--- src/rtl/router_pkg.sv ---
// router_pkg
// Shared constants for the 1x3 router: port count, the "no port selected"
// address code and the default soft-reset timeout used by router_sync,
// router_fsm and the output FIFOs.
package router_pkg;

  localparam int NUM_PORTS = 3;

  // Destination address codes carried in the header byte.
  typedef enum logic [1:0] {
    ADDR_P0   = 2'b00,
    ADDR_P1   = 2'b01,
    ADDR_P2   = 2'b10,
    ADDR_NONE = 2'b11
  } addr_e;

  // Default unread-valid timeout and matching counter width (2^CNT_W > TIMEOUT).
  localparam int TIMEOUT_DEF = 30;
  localparam int CNT_W_DEF   = 5;

endpackage

--- src/rtl/router_sync_timer.sv ---
// router_sync_timer
// Per-port supervision timer. Counts consecutive clock edges on which the
// FIFO holds data (vld=1) and nobody reads it (rd=0). On the TIMEOUT-th such
// edge it issues a registered one-cycle soft_reset and restarts the count.
// Ports:
//   clock      in   rising-edge clock
//   resetn     in   asynchronous active-low reset
//   vld        in   FIFO holds data
//   rd         in   read strobe for this FIFO
//   soft_reset out  one-cycle registered FIFO soft reset
//   cnt        out  current count (debug visibility)
module router_sync_timer #(
  parameter int TIMEOUT = 30,
  parameter int CNT_W   = 5
) (
  input  logic             clock,
  input  logic             resetn,
  input  logic             vld,
  input  logic             rd,
  output logic             soft_reset,
  output logic [CNT_W-1:0] cnt
);

  localparam logic [CNT_W-1:0] LAST_CNT = CNT_W'(TIMEOUT - 1);

  logic [CNT_W-1:0] r_cnt;
  logic             r_soft_reset;

  // The terminal cycle wraps the count to 0, so after a firing the next
  // pulse needs another full TIMEOUT edges; pulses can never be adjacent.
  always_ff @(posedge clock or negedge resetn) begin
    if (!resetn) begin
      r_cnt        <= '0;
      r_soft_reset <= 1'b0;
    end else if (!vld || rd) begin
      r_cnt        <= '0;
      r_soft_reset <= 1'b0;
    end else if (r_cnt == LAST_CNT) begin
      r_cnt        <= '0;
      r_soft_reset <= 1'b1;
    end else begin
      r_cnt        <= r_cnt + CNT_W'(1);
      r_soft_reset <= 1'b0;
    end
  end

  assign soft_reset = r_soft_reset;
  assign cnt        = r_cnt;

endmodule

--- src/rtl/router_sync.sv ---
// router_sync
// Address capture and per-port supervision between the router FSM and the
// three output FIFOs. Latches the destination address on detect_add, steers
// the FSM write enable to the addressed FIFO, returns that FIFO's full flag,
// drives per-port valid-out and a timeout soft reset per FIFO.
// Ports:
//   clock, resetn                 clock / async active-low reset
//   detect_add, data_in[1:0]      header decode strobe and address field
//   write_enb_reg                 FSM write request for the current byte
//   read_enb_0/1/2                output-side read strobes
//   empty_0/1/2, full_0/1/2       FIFO status flags
//   write_enb[2:0]                one-hot FIFO write enable
//   fifo_full                     full flag of the addressed FIFO
//   vld_out_0/1/2                 FIFO i holds data
//   soft_reset_0/1/2              one-cycle FIFO soft reset
// Write steering uses the address register as it stands this cycle: when
// detect_add and write_enb_reg coincide, the byte goes to the old address and
// the newly captured address applies from the next cycle. Address 2'b11
// selects nothing: no write enable and fifo_full reads 0.
module router_sync
  import router_pkg::*;
#(
  parameter int TIMEOUT = TIMEOUT_DEF,
  parameter int CNT_W   = CNT_W_DEF
) (
  input  logic       clock,
  input  logic       resetn,
  input  logic       detect_add,
  input  logic [1:0] data_in,
  input  logic       write_enb_reg,
  input  logic       read_enb_0,
  input  logic       read_enb_1,
  input  logic       read_enb_2,
  input  logic       empty_0,
  input  logic       empty_1,
  input  logic       empty_2,
  input  logic       full_0,
  input  logic       full_1,
  input  logic       full_2,
  output logic [2:0] write_enb,
  output logic       fifo_full,
  output logic       vld_out_0,
  output logic       vld_out_1,
  output logic       vld_out_2,
  output logic       soft_reset_0,
  output logic       soft_reset_1,
  output logic       soft_reset_2
);

  logic [1:0]           r_addr;
  logic [NUM_PORTS-1:0] w_vld;
  logic [NUM_PORTS-1:0] w_rd;
  logic [NUM_PORTS-1:0] w_soft_reset;
  logic [CNT_W-1:0]     w_cnt [NUM_PORTS];

  // Address register: captures any data_in value, including the invalid 11.
  always_ff @(posedge clock or negedge resetn) begin
    if (!resetn) begin
      r_addr <= ADDR_NONE;
    end else if (detect_add) begin
      r_addr <= data_in;
    end
  end

  always_comb begin
    write_enb = 3'b000;
    if (write_enb_reg) begin
      case (r_addr)
        ADDR_P0: write_enb = 3'b001;
        ADDR_P1: write_enb = 3'b010;
        ADDR_P2: write_enb = 3'b100;
        default: write_enb = 3'b000;
      endcase
    end
  end

  always_comb begin
    fifo_full = 1'b0;
    case (r_addr)
      ADDR_P0: fifo_full = full_0;
      ADDR_P1: fifo_full = full_1;
      ADDR_P2: fifo_full = full_2;
      default: fifo_full = 1'b0;
    endcase
  end

  assign w_vld = {~empty_2, ~empty_1, ~empty_0};
  assign w_rd  = {read_enb_2, read_enb_1, read_enb_0};

  assign vld_out_0 = w_vld[0];
  assign vld_out_1 = w_vld[1];
  assign vld_out_2 = w_vld[2];

  for (genvar p = 0; p < NUM_PORTS; p++) begin : g_timer
    router_sync_timer #(
      .TIMEOUT (TIMEOUT),
      .CNT_W   (CNT_W)
    ) u_timer (
      .clock      (clock),
      .resetn     (resetn),
      .vld        (w_vld[p]),
      .rd         (w_rd[p]),
      .soft_reset (w_soft_reset[p]),
      .cnt        (w_cnt[p])
    );
  end

  assign soft_reset_0 = w_soft_reset[0];
  assign soft_reset_1 = w_soft_reset[1];
  assign soft_reset_2 = w_soft_reset[2];

endmodule

--- config.mk ---
export PLATFORM = sky130hd
export DESIGN_NAME = router_sync
export DESIGN_NICKNAME = d
export VERILOG_FILES = /design/src/rtl/router_pkg.sv /design/src/rtl/router_sync_timer.sv /design/src/rtl/router_sync.sv
export SDC_FILE = /design/constraint.sdc
export NUM_CORES = 1
export LEC_CHECK = 0
export BUFFER_PORTS_ARGS = -buffer_cell sky130_fd_sc_hd__buf_2
export CAP_MARGIN = 10
export CORE_MARGIN = 4
export CORE_UTILIZATION = 35
export CTS_CLUSTER_SIZE = 8
export DETAILED_ROUTE_END_ITERATION = 7
export SLEW_MARGIN = 20
export SYNTH_ARGS = -nofsm -noshare
export SYNTH_HDL_FRONTEND = slang
export SYNTH_SLANG_ARGS = --single-unit
--- constraint.sdc ---
create_clock -name clock -period 1 [get_ports clock]
set_input_delay 0.1 -clock clock [delete_from_list [all_inputs] [get_ports clock]]
set_output_delay 0.1 -clock clock [all_outputs]
set_load 0.05 [all_outputs]
Word-level counts from Yosys, hierarchy flattened
Cells that the tools add are included. Widths: inputs -> output; s select.

Flip-flop bits (word level): 20. Input bits: 15. Output and inout port bits: 10. Logic and storage cells: 37.

$add $sub $neg: 3. Eq/ne operators: 5. Mux-type cells: 15. Bitwise gates (word level): 3. Reductions and logical operators: 4.

Operator list (number): $mux 5 (6); $add 5x1->5 const B (3); $eq 5x5->1 const B (3); $pmux 3 s3 (1); $mux 1 (6); $logic_or 1x1->1 (3); $mux 3 (1); $not 1->1 (3); $pmux 1 s3 (1); $eq 2x1->1 const B (1); $eq 2x2->1 const B (1); $logic_not 2->1 (1).

Longest topological paths before layout
Gate-level depths: netlist of run 1.

Word-level depth: 3. Depth in mapped cells: 5.

Hierarchy
A second synthesis of run 1 with hierarchy kept.

Cells, all modules: 79. Area total of the unflattened synthesis: 902.1 um^2.

Modules (own cells, without submodules): router_sync_timer (instances 3, cells an instance 22, area each 255.2 um^2, sequential area each 150.1 um^2); router_sync (instances 1, cells an instance 13, area each 136.4 um^2, sequential area each 52.6 um^2).

Worst setup path after synthesis of run 1
Ideal clock, no wire load.

Path type: register to output. Start point: reg r_addr[0]. End point: out write_enb[0]. Data arrival time: 1.536 ns. Required time: 0.900 ns. Slack: -0.636 ns. Cell stages (with the launch flop): 2. Path through: dfstp_2 > nor3b_1.

Longest elaborated chain between the ends: 3. Elaborated cells on any way between the ends: 5.

Ends and longest elaborated chain: start, declared (line router_sync.sv:50) `logic [1:0] r_addr;`; start signal, assigned (line router_sync.sv:61) `r_addr <= data_in;`; $eq 2x2->1 (tied with other cells) (line router_sync.sv:68) `case (r_addr)`; $pmux 3 s3 (*) (line router_sync.sv:68); $mux 3 (*) (line router_sync.sv:67) `if (write_enb_reg) begin`; end, declared (line router_sync.sv:40) `output logic [2:0] write_enb,`.

Every way passes the cells marked *; elsewhere a longest branch is shown, timed or not.

Final worst setup path of run 1
Start point: reg r_addr[1]. End point: out fifo_full.

Longest elaborated chain between the ends: 2. Elaborated cells on any way between the ends: 4.

Ends and longest elaborated chain: $eq 2x2->1 (tied with other cells) (line router_sync.sv:79) `case (r_addr)`; $pmux 1 s3 (*) (line router_sync.sv:79); end, declared (line router_sync.sv:41) `output logic fifo_full,`.

Marks and branches as above.

==> flow_summary.rst, run 1 <==
.. list-table::
   :header-rows: 1

   * - Metric
     - Value
   * - Unrepaired setup endpoints after global routing
     - yes
   * - Vias in the first global route
     - between 700 and 800
   * - Final number of setup-violating endpoints
     - 20
   * - Worst path required time
     - approximately 0.90 ns
   * - Run status
     - complete, but fails checks
   * - Initial core utilization
     - 0.363
   * - Wirelength per Cell
     - 11.3 µm
   * - TritonCTS clock tree
     - done
   * - Distinct cell type count of the synthesized netlist
     - 17
   * - R2R cell count
     - 5
   * - Fmax achieved
     - about 700 MHz
   * - Met3 routed wirelength
     - 101 µm
   * - 1st-iter DRT viols
     - 9
   * - Row cnt
     - 18
   * - Clock Sink Count
     - 20
   * - Final hold violation count
     - 0
   * - Deepest level of the CTS H-tree
     - 1
   * - Final period utilization
     - 1.43
   * - Most frequent cells in the layout
     - 18 x dfrtp_1, 17 x buf_2, 10 x nor2_1
   * - Worst slew slack as a fraction of its limit
     - 0.710
   * - Startpoint type of the worst setup path
     - flop
   * - IR drop worst, VDD
     - 0.000617 V
   * - DIE WIDTH
     - a little under 60 µm
   * - Number of buffers on the longest clock path
     - 2
   * - Via-per-instance ratio
     - around 4.7
   * - Number of filler cells placed in the layout
     - 225
   * - Post-Syn Area
     - 891 µm²
   * - Floorplan Core Area
     - 0.00245 mm²
   * - Routability cong.
     - 0.726
   * - Final Power
     - between 1500 and 2000 µW
   * - Core occupancy in the finished layout
     - 0.535
   * - Synthesized area divided by synthesized cell count
     - 10.7 µm²
   * - Maximum fanout encountered on the critical timing path
     - 4
   * - Setup crit end kind
     - primary output
   * - Worst min-delay path class
     - in -> reg
   * - Net count after synthesis
     - between 100 and 150
   * - Final critical-path setup slack
     - -0.430 ns
   * - Critical path class
     - reg -> out
   * - Total congestion overflow after global routing
     - 0
   * - Final clock skew
     - 0.00501 ns
   * - Setup total negative slack
     - -2.71 ns
   * - Synth-to-Final Area Change
     - 47.5%
   * - Number of remaining DRC errors
     - 0
   * - Leakage power summed over all cells
     - 0.000610 µW
   * - Largest net degree at the start of global routing
     - 21
   * - Antenna violations before repair
     - 0
   * - CTS clk-pin slew, worst paths
     - 0.10 ns
   * - Setup slack after placement
     - -0.195 ns
   * - Routed via count
     - 726
   * - Total CTS buffers
     - 3
   * - Top cell family by delay on the critical path
     - flip-flops
   * - Most common cell after layout, fill and taps aside
     - dfrtp_1
   * - Highest cell delay on the worst timing path
     - between 0.5 and 0.6 ns
   * - Worst-Skew Late Latency
     - 0.29 ns
   * - Post-detail-place hpwl
     - 1300 µm
   * - Routed length on met2
     - around 930 µm
   * - Antenna violation net count after detailed routing
     - 0
   * - Die height
     - 58.5 µm
   * - Synth Register Bits
     - 20
   * - Wl on met1
     - 705 µm
   * - First-pass detailed-route iteration total
     - 3
   * - Diode insertion count for antenna repair
     - 0
   * - Worst Hold Path Cells
     - 2
   * - Final wirelength
     - around 1800 µm
   * - Global Route Usage Sum
     - 0.114
   * - CP bufs+invs
     - 1
   * - Crit path arrival time
     - 1.33 ns
   * - Area of the die
     - 0.00342 mm²
   * - Violations in the final reports
     - negative setup slack
   * - Ordered cell list for the critical path
     - mux2i_2, o21ai_4, buf_6
   * - Uppermost signal routing layer after detailed routing
     - met4
   * - Number of input and output port buffers inserted
     - 24
   * - Number of nets in the final layout
     - 147
   * - I/O Pins
     - 25
   * - Stages on the worst setup path
     - 3
   * - Cell with the largest stage delay on the worst path
     - dfstp_2
   * - Number of max-capacitance violations reported
     - 0
   * - Share of synthesized area occupied by flip-flops and latches
     - 0.565
   * - Global-route wire length before repair
     - 3020 µm
   * - Warnings, synthesis
     - 0
   * - Share of layout cells above drive strength 1
     - 0.488
   * - Number of pins exceeding their max-slew limit in the final report
     - 0
   * - Pwr dens
     - 1170 mW/mm²
   * - Buffer type at the clock tree root
     - clkbuf_4
   * - Synth Instances
     - 83
   * - Time the worst path needs with I/O delays and setup
     - 1.43 ns
   * - Worst Tran Pin Value
     - approximately 0.44 ns
==> logic make-up (layout without fill, tap and decap cells) <==
group	count (synthesis)	after routing	share of synthesized area
flip-flops	20	20	0.565
adder cells (fa/ha/maj)	6	6	0.0843
buffers and inverters	6	48	0.0253
AO/OA/AOI/OAI	1	1	0.00561
AND/OR/NAND/NOR	38	38	0.195
multiplexers	3	3	0.0365
XOR/XNOR	9	9	0.0885
==> final cells by class <==
cell class	count	area, µm²	area share
clock buffers	4	26.3	0.0200
repair buffers	38	283	0.215
multi-input cells	57	442	0.336
inverters	6	22.5	0.0171
flip-flops and latches	20	503	0.383
well taps	30	37.5	0.0286
==> metrics by stage <==
step | area (µm²) | std cells | hold slack, ns
2_1_floorplan | 917 | 83 | -0.196
3_3_place_gp | 1100 | 141 | 0.0737
3_5_place_dp | 1100 | 141 | 0.0735
4_1_cts | 1250 | 153 | 0.0437
5_1_grt | 1310 | 155 | 0.0409
6_report | 1310 | 155 | 0.0515
==> flip-flops by register name, indices dropped and copies added (netlist names) <==
register and cells:
g_timer.u_timer.cnt 15, g_timer.u_timer.soft_reset 3, r_addr 2
==> per-layer routing <==
metal,track usage,vias up
met4,0.0397,0
met1,0.139,351
met2,0.198,15
met3,0.0263,2
li1,-,358
met5,0,-
==> final timing paths <==
| check | endpoint | slack [ns] | startpoint |
|---|---|---|---|
| worst min-delay path | r_addr[1] | 0.05 | data_in[1] |
| min in group asynchronous | g_timer[2].u_timer.soft_reset | 0.27 | resetn |
| worst max-delay path | fifo_full | -0.43 | r_addr[1] |
| max in group asynchronous | r_addr[1] | 0.39 | resetn |
| worst min register to register | g_timer[1].u_timer.cnt[0] | 0.51 | g_timer[1].u_timer.cnt[0] |
| worst max register to register | g_timer[0].u_timer.cnt[3] | -0.11 | g_timer[0].u_timer.cnt[1] |
==> timing repair <==
item | in CTS | in global routing
endpoints found under the setup margin | 20 | 25
buffers inserted | 1 | 2
hold endpoints to repair | 21 | 0
hold buffers | 7 | 0
pin swaps | 7 | 9
cloned | 0 | 0
gates resized for setup | 14 | 19
==> synthesized netlist by cell type <==
| cell type | count | area [µm²] |
|---|---|---|
| xor2_1 | 6 | 52.6 |
| dfstp_2 | 2 | 52.6 |
| ha_1 | 6 | 75.1 |
| mux2_2 | 2 | 22.5 |
| xnor2_1 | 3 | 26.3 |
| nand4_1 | 3 | 18.8 |
| nand2_1 | 4 | 15.0 |
| mux2i_1 | 1 | 10.0 |
| nor3_1 | 3 | 15.0 |
| o21ai_1 | 1 | 5.00 |
| inv_1 | 6 | 22.5 |
| nand3_1 | 6 | 30.0 |
| nor2_1 | 19 | 71.3 |
| nand3b_1 | 1 | 7.51 |
| dfrtp_1 | 18 | 450 |
| and3b_1 | 1 | 8.76 |
| nor3b_1 | 1 | 7.51 |
==> power by group <==
part           total, µW  leakage [µW]  switching (µW)  internal [µW]
Sequential           854      0.000269            19.3            834
Combinational        303      0.000326             167            136
Clock                382     0.0000150             228            155
(Power assumes the default switching activity.)
==> run 2, diff against run 1 <==
- CORE_ASPECT_RATIO: default -> 0.9
==> run 2 against run 1 <==
Net effect:
- the run still ends with negative setup slack left
- wire length grew 1.2%
- non-clock buffer count unchanged
- setup slack got worse by 0.042 ns
- critical path depth unchanged
- critical path type unchanged
- worst hold slack worse by 0.015 ns
- critical endpoint unchanged
==> flow_summary.rst, run 2 (synthesis gave the netlist of run 1 again) <==
.. list-table::
   :header-rows: 1

   * - Metric
     - Value
   * - Run status
     - complete, but fails checks (unchanged)
   * - Violations in the final reports
     - negative setup slack (unchanged)
   * - Final Power
     - 1620 µW (was 1540 µW)
   * - Number of pins exceeding their max-slew limit in the final report
     - 0 (unchanged)
   * - Share of layout cells above drive strength 1
     - 0.464 (was 0.488)
   * - Routability cong.
     - 0.730 (was 0.726)
   * - IR drop worst, VDD
     - 0.00131 V (was 0.000617 V)
   * - Number of nets in the final layout
     - 147 (unchanged)
   * - Worst min-delay path class
     - in -> reg (unchanged)
   * - Worst path required time
     - 0.90 ns (about the same)
   * - Startpoint type of the worst setup path
     - flop (unchanged)
   * - Final critical-path setup slack
     - -0.472 ns (was -0.430 ns)
   * - Row cnt
     - 17 (was 18)
   * - Worst Tran Pin Value
     - 0.446 ns (was 0.436 ns)
   * - Via-per-instance ratio
     - 4.63 (was 4.68)
   * - Most frequent cells in the layout
     - 18 x dfrtp_1, 17 x buf_2, 14 x nor2_1 (was 18 x dfrtp_1, 17 x buf_2, 10 x nor2_1)
   * - Floorplan Core Area
     - 0.00245 mm² (about the same)
   * - Initial core utilization
     - 0.364 (was 0.363)
   * - Wirelength per Cell
     - 11.6 µm (was 11.3 µm)
   * - Area used by multi-input combinational logic
     - 449 µm² (was 442 µm²)
   * - Global Route Usage Sum
     - 0.114 (about the same)
   * - Antenna violation net count after detailed routing
     - 0 (unchanged)
   * - P_int
     - 1190 µW (was 1120 µW)
   * - Clock Sink Count
     - 20 (unchanged)
   * - Reg power frac
     - 0.527 (was 0.555)
   * - Cell with the largest stage delay on the worst path
     - dfstp_2 (unchanged)
   * - Final hold violation count
     - 0 (unchanged)
   * - Vias in the first global route
     - 708 (was 729)
   * - Core occupancy in the finished layout
     - 0.545 (was 0.535)
   * - Buffer type at the clock tree root
     - clkbuf_4 (unchanged)
   * - TritonCTS clock tree
     - done (unchanged)
   * - Maximum fanout encountered on the critical timing path
     - 5 (was 4)
   * - Highest cell delay on the worst timing path
     - 0.60 ns (was 0.57 ns)
   * - Max reg flops
     - 15 (unchanged)
   * - Most common cell after layout, fill and taps aside
     - dfrtp_1 (unchanged)
   * - Crit path arrival time
     - 1.37 ns (was 1.33 ns)
   * - Final number of setup-violating endpoints
     - 20 (unchanged)
   * - Diode insertion count for antenna repair
     - 0 (unchanged)
   * - Number of filler cells placed in the layout
     - 212 (was 225)
   * - Number of max-capacitance violations reported
     - 0 (unchanged)
   * - Total congestion overflow after global routing
     - 0 (unchanged)
   * - Final period utilization
     - 1.47 (was 1.43)
   * - Deepest level of the CTS H-tree
     - 1 (unchanged)
   * - Number of remaining DRC errors
     - 0 (unchanged)
   * - Area of the die
     - 0.00342 mm² (about the same)
   * - Global-route wire length before repair
     - 2930 µm (was 3020 µm)
   * - Worst-Skew Late Latency
     - 0.30 ns (was 0.29 ns)
   * - Number of buffers on the longest clock path
     - 2 (unchanged)
   * - Routed via count
     - 708 (was 726)
   * - Total CTS buffers
     - 3 (unchanged)
   * - Ordered cell list for the critical path
     - mux2i_4, o21ai_4, buf_6 (was mux2i_2, o21ai_4, buf_6)
   * - CTS clk-pin slew, worst paths
     - 0.11 ns (was 0.10 ns)
   * - 1st-iter DRT viols
     - 9 (unchanged)
   * - FF/Latch Area
     - 503 µm² (unchanged)
   * - Global-route met1 utilization
     - 0.140 (was 0.139)
   * - Fmax achieved
     - 679 MHz (was 699 MHz)
   * - Worst slew slack as a fraction of its limit
     - 0.703 (was 0.710)
   * - Critical path class
     - reg -> out (unchanged)
   * - Unrepaired setup endpoints after global routing
     - yes (unchanged)
   * - Most congested layer reported by global routing
     - met2 (unchanged)
   * - Antenna violations before repair
     - 0 (unchanged)
   * - Clock share of power
     - 0.288 (was 0.248)
   * - Synth-to-Final Area Change
     - 49.6% (was 47.5%)
   * - Combinational cell fraction of total power
     - 0.185 (was 0.197)
   * - Final wirelength
     - 1780 µm (was 1750 µm)
   * - I/O Pins
     - 25 (unchanged)
   * - DIE WIDTH
     - 61.2 µm (was 58.5 µm)
   * - Fraction of met3 tracks used by global routing
     - 0.0510 (was 0.0263)
   * - Final clock skew
     - 0.00289 ns (was 0.00501 ns)
   * - Setup crit end kind
     - primary output (unchanged)
   * - Leakage power summed over all cells
     - 0.000626 µW (was 0.000610 µW)
   * - NetSw
     - 434 µW (was 414 µW)
   * - Number of input and output port buffers inserted
     - 24 (unchanged)
   * - Time the worst path needs with I/O delays and setup
     - 1.47 ns (was 1.43 ns)
   * - Largest net degree at the start of global routing
     - 21 (unchanged)
   * - Switching share of power
     - 0.268 (was 0.269)
   * - Pwr dens
     - 1220 mW/mm² (was 1170 mW/mm²)
   * - Die height
     - 55.9 µm (was 58.5 µm)
   * - First-pass detailed-route iteration total
     - 4 (was 3)
   * - Post-detail-place hpwl
     - 1220 µm (was 1300 µm)
   * - Met2 GRT Util
     - 0.181 (was 0.198)
-- run 2: per-stage QoR --
step | TNS [ns] | setup WS [ns] | hold slack [ns] | cell area [µm²] | instances
6_report | -2.65 | -0.472 | 0.0360 | 1330 | 153
2_1_floorplan | -0.441 | -0.168 | -0.196 | 917 | 83
4_1_cts | -2.26 | -0.486 | 0.0247 | 1260 | 151
3_3_place_gp | -1.04 | -0.186 | 0.0650 | 1110 | 140
5_1_grt | -4.71 | -0.548 | 0.0194 | 1330 | 153
3_5_place_dp | -1.31 | -0.209 | 0.0747 | 1110 | 140
-- run 2: path summary, 6_finish.rpt --
kind,start,to,slack (ns),depth (start not counted)
worst max-delay path,r_addr[1],fifo_full,-0.47,3
worst min-delay path,data_in[1],r_addr[1],0.04,2
worst max register to register,g_timer[0].u_timer.cnt[1],g_timer[0].u_timer.soft_reset,-0.09,5
worst min register to register,g_timer[1].u_timer.cnt[4],g_timer[1].u_timer.cnt[4],0.57,2
max in group asynchronous,resetn,r_addr[0],0.39,2
min in group asynchronous,resetn,g_timer[2].u_timer.soft_reset,0.27,2
-- run 2: repair_timing --
item	4_1_cts	5_1_grt
buffers inserted	0	2
pin swaps	6	7
endpoints found under the hold margin	21	0
resized for setup	16	13
endpoints found under the setup margin	23	25
hold buffers	7	0
-- run 2: power groups by stage --
| stage | clock network (µW) | logic [µW] | registers (µW) |
|---|---|---|---|
| 3_5_place_dp | 0 | 242 | 869 |
| 5_1_grt | 532 | 328 | 861 |
| 3_3_place_gp | 0 | 237 | 867 |
| 2_1_floorplan | 0 | 138 | 873 |
| 4_1_cts | 495 | 285 | 854 |
| 6_report | 467 | 301 | 855 |
-- run 2: final cells by class --
class | instances | area share
clock buffers | 4 | 0.0272
repair buffers | 38 | 0.215
flip-flops and latches | 20 | 0.377
multi-input cells | 57 | 0.337
well taps | 28 | 0.0263
inverters | 6 | 0.0169
-- run 2: worst max-delay path: cells and delay by family, from the launching register on --
| family | cells | cell delay [ns] |
|---|---|---|
| flops | 1 | 0.60 |
| mux | 1 | 0.26 |
| buf+inv | 1 | 0.15 |
| compound gates | 1 | 0.06 |
-- run 2: routing by layer --
| metal | up-vias | share of wire |
|---|---|---|
| met1 | 326 | 0.43 |
| met4 | 0 | 0.0068 |
| met5 | - | 0 |
| met2 | 24 | 0.48 |
| met3 | 2 | 0.086 |
| li1 | 356 | - |
==> run 3, diff against run 2 <==
- BUFFER_PORTS_ARGS: -buffer_cell sky130_fd_sc_hd__buf_2 -> default
- DONT_BUFFER_PORTS: default -> 1
==> run 3 against run 2 <==
Net effect:
- the run ends with negative hold slack, negative setup slack left
- critical path depth stayed put
- combinational power is 8.0% lower
- design area is 7.5% lower
- largest power group unchanged
==> flow_summary.rst, run 3 (synthesis gave the netlist of run 1 again) <==
.. list-table::
   :header-rows: 1

   * - Metric
     - Value
   * - Run status
     - complete, but fails checks (unchanged)
   * - Violations in the final reports
     - negative hold slack, negative setup slack (was negative setup slack)
   * - IR drop worst, VDD
     - 0.00111 V (was 0.00131 V)
   * - Global-route wire length before repair
     - 2640 µm (was 2930 µm)
   * - Deepest level of the CTS H-tree
     - 1 (unchanged)
   * - Startpoint type of the worst setup path
     - flop (unchanged)
   * - P_int
     - 1110 µW (was 1190 µW)
   * - Area of the die
     - 0.00342 mm² (unchanged)
   * - Setup total negative slack
     - -2.61 ns (was -2.65 ns)
   * - Number of filler cells placed in the layout
     - 211 (was 212)
   * - Most frequent cells in the layout
     - 16 x dfrtp_1, 13 x nor2_1, 9 x dlygate4sd3_1 (was 18 x dfrtp_1, 17 x buf_2, 14 x nor2_1)
   * - Routed via count
     - 661 (was 708)
   * - Via-per-instance ratio
     - 4.90 (was 4.63)
   * - DIE WIDTH
     - 61.2 µm (unchanged)
   * - Critical path class
     - reg -> out (unchanged)
   * - Routability cong.
     - 0.711 (was 0.730)
   * - Row cnt
     - 17 (unchanged)
   * - 1st-iter DRT viols
     - 7 (was 9)
   * - CTS clk-pin slew, worst paths
     - 0.11 ns (about the same)
   * - FF/Latch Area
     - 505 µm² (was 503 µm²)
   * - Wirelength per Cell
     - 12.1 µm (was 11.6 µm)
   * - Initial core utilization
     - 0.364 (unchanged)
   * - Die height
     - 55.9 µm (unchanged)
   * - Worst path required time
     - 0.90 ns (about the same)
   * - Setup crit end kind
     - primary output (unchanged)
   * - Final period utilization
     - 1.46 (was 1.47)
   * - Number of input and output port buffers inserted
     - 0 (was 24)
   * - Final critical-path setup slack
     - -0.458 ns (was -0.472 ns)
   * - Total congestion overflow after global routing
     - 0 (unchanged)
   * - Global Route Usage Sum
     - 0.101 (was 0.114)
   * - Setup slack after placement
     - -0.161 ns (was -0.209 ns)
   * - I/O Pins
     - 25 (unchanged)
   * - Time the worst path needs with I/O delays and setup
     - 1.46 ns (was 1.47 ns)
   * - Reg power frac
     - 0.564 (was 0.527)
   * - Crit path arrival time
     - 1.36 ns (was 1.37 ns)
   * - Clock Sink Count
     - 20 (unchanged)
   * - Fmax achieved
     - 686 MHz (was 679 MHz)
   * - Unrepaired setup endpoints after global routing
     - yes (unchanged)
   * - Diode insertion count for antenna repair
     - 0 (unchanged)
   * - Final wirelength
     - 1640 µm (was 1780 µm)
   * - Antenna violation net count after detailed routing
     - 0 (unchanged)
   * - Area used by multi-input combinational logic
     - 429 µm² (was 449 µm²)
   * - First-pass detailed-route iteration total
     - 4 (unchanged)
   * - Final hold violation count
     - 18 (was 0)
   * - Post-detail-place hpwl
     - 1160 µm (was 1220 µm)
   * - Worst min-delay path class
     - in -> async (was in -> reg)
   * - Final clock skew
     - 0.00593 ns (was 0.00289 ns)
   * - Pwr dens
     - 1230 mW/mm² (was 1220 mW/mm²)
   * - Clock share of power
     - 0.252 (was 0.288)
   * - Synth-to-Final Area Change
     - 38.3% (was 49.6%)
   * - Largest net degree at the start of global routing
     - 21 (unchanged)
   * - Switching share of power
     - 0.264 (was 0.268)
   * - Number of nets in the final layout
     - 129 (was 147)
   * - Floorplan Core Area
     - 0.00245 mm² (unchanged)
   * - Number of buffers on the longest clock path
     - 2 (unchanged)
   * - Hold slack
     - -0.0341 ns (was 0.0360 ns)
   * - Final number of setup-violating endpoints
     - 21 (was 20)
   * - Number of max-capacitance violations reported
     - 0 (unchanged)
   * - Leakage power summed over all cells
     - 0.000547 µW (was 0.000626 µW)
   * - Combinational cell fraction of total power
     - 0.183 (was 0.185)
   * - NetSw
     - 399 µW (was 434 µW)
   * - Worst-Skew Late Latency
     - 0.29 ns (was 0.30 ns)
   * - TritonCTS clock tree
     - done (unchanged)
   * - Share of layout cells above drive strength 1
     - 0.355 (was 0.464)
   * - Antenna violations before repair
     - 0 (unchanged)
   * - Max reg flops
     - 15 (unchanged)
   * - Most common cell after layout, fill and taps aside
     - dfrtp_1 (unchanged)
   * - Worst slew slack as a fraction of its limit
     - 0.441 (was 0.703)
   * - Buffer type at the clock tree root
     - clkbuf_4 (unchanged)
   * - Worst Tran Pin Value
     - 0.839 ns (was 0.446 ns)
   * - Number of pins exceeding their max-slew limit in the final report
     - 0 (unchanged)
   * - Total CTS buffers
     - 3 (unchanged)
   * - Number of remaining DRC errors
     - 0 (unchanged)
   * - Vias in the first global route
     - 664 (was 708)
   * - Maximum fanout encountered on the critical timing path
     - 4 (was 5)
-- run 3: timing repair --
item                                   CTS  global route
setup buffers                            0             1
gates cloned                             0             0
setup endpoints to repair               22            41
endpoints found under the hold margin   28             0
pin swaps                                6             5
gates resized for setup                  9            10
hold buffers                            10             0
-- run 3: power groups by stage --
stage	Combinational (µW)	Clock (µW)	Sequential, µW
after detailed placement	217	0	869
after global placement	214	0	867
final	277	382	854
after CTS	272	405	854
after global routing	296	440	858
after floorplan	138	0	873
-- run 3: final timing paths --
kind                                      startpoint                            end  slack, ns  depth (start not counted)
min reg2reg                g_timer[2].u_timer.cnt[0]      g_timer[2].u_timer.cnt[0]       0.51                          1
min in group clock                           empty_0      g_timer[0].u_timer.cnt[0]       0.01                          3
max                                        r_addr[1]                      fifo_full      -0.46                          3
max reg2reg                g_timer[1].u_timer.cnt[1]      g_timer[1].u_timer.cnt[4]      -0.10                          5
max in group asynchronous                     resetn  g_timer[0].u_timer.soft_reset       0.46                          1
min                                           resetn      g_timer[2].u_timer.cnt[1]      -0.03                          1
-- run 3: per-layer routing --
metal	vias to the layer above	routed length, µm	global-route usage	part of all wire
met5	-	0	0	0
met4	0	9	0.00929	0.0055
met3	2	125	0.0418	0.076
met2	24	816	0.172	0.50
met1	317	684	0.120	0.42
li1	318	-	-	-
-- run 3: final cells by class --
cell class	count	share of cell area
multi-input cells	57	0.348
inverters	6	0.0183
flip-flops and latches	20	0.410
well taps	28	0.0284
clock buffers	4	0.0213
repair buffers	20	0.174
-- run 3: metrics by stage --
| step | instance area [µm²] | power (µW) | instances | util |
|---|---|---|---|---|
| after floorplan | 917 | 1010 | 83 | - |
| after global placement | 1040 | 1080 | 120 | 0.427 |
| after detailed placement | 1040 | 1090 | 120 | 0.427 |
| after CTS | 1190 | 1530 | 134 | 0.488 |
| after global routing | 1230 | 1590 | 135 | 0.504 |
| final | 1230 | 1510 | 135 | 0.504 |
-- run 3: worst max-delay path, cell delays in order, from the launching register on --
cell,delay (ns)
dfstp_2,0.58
mux2i_2,0.27
o21ai_4,0.08
buf_12,0.15
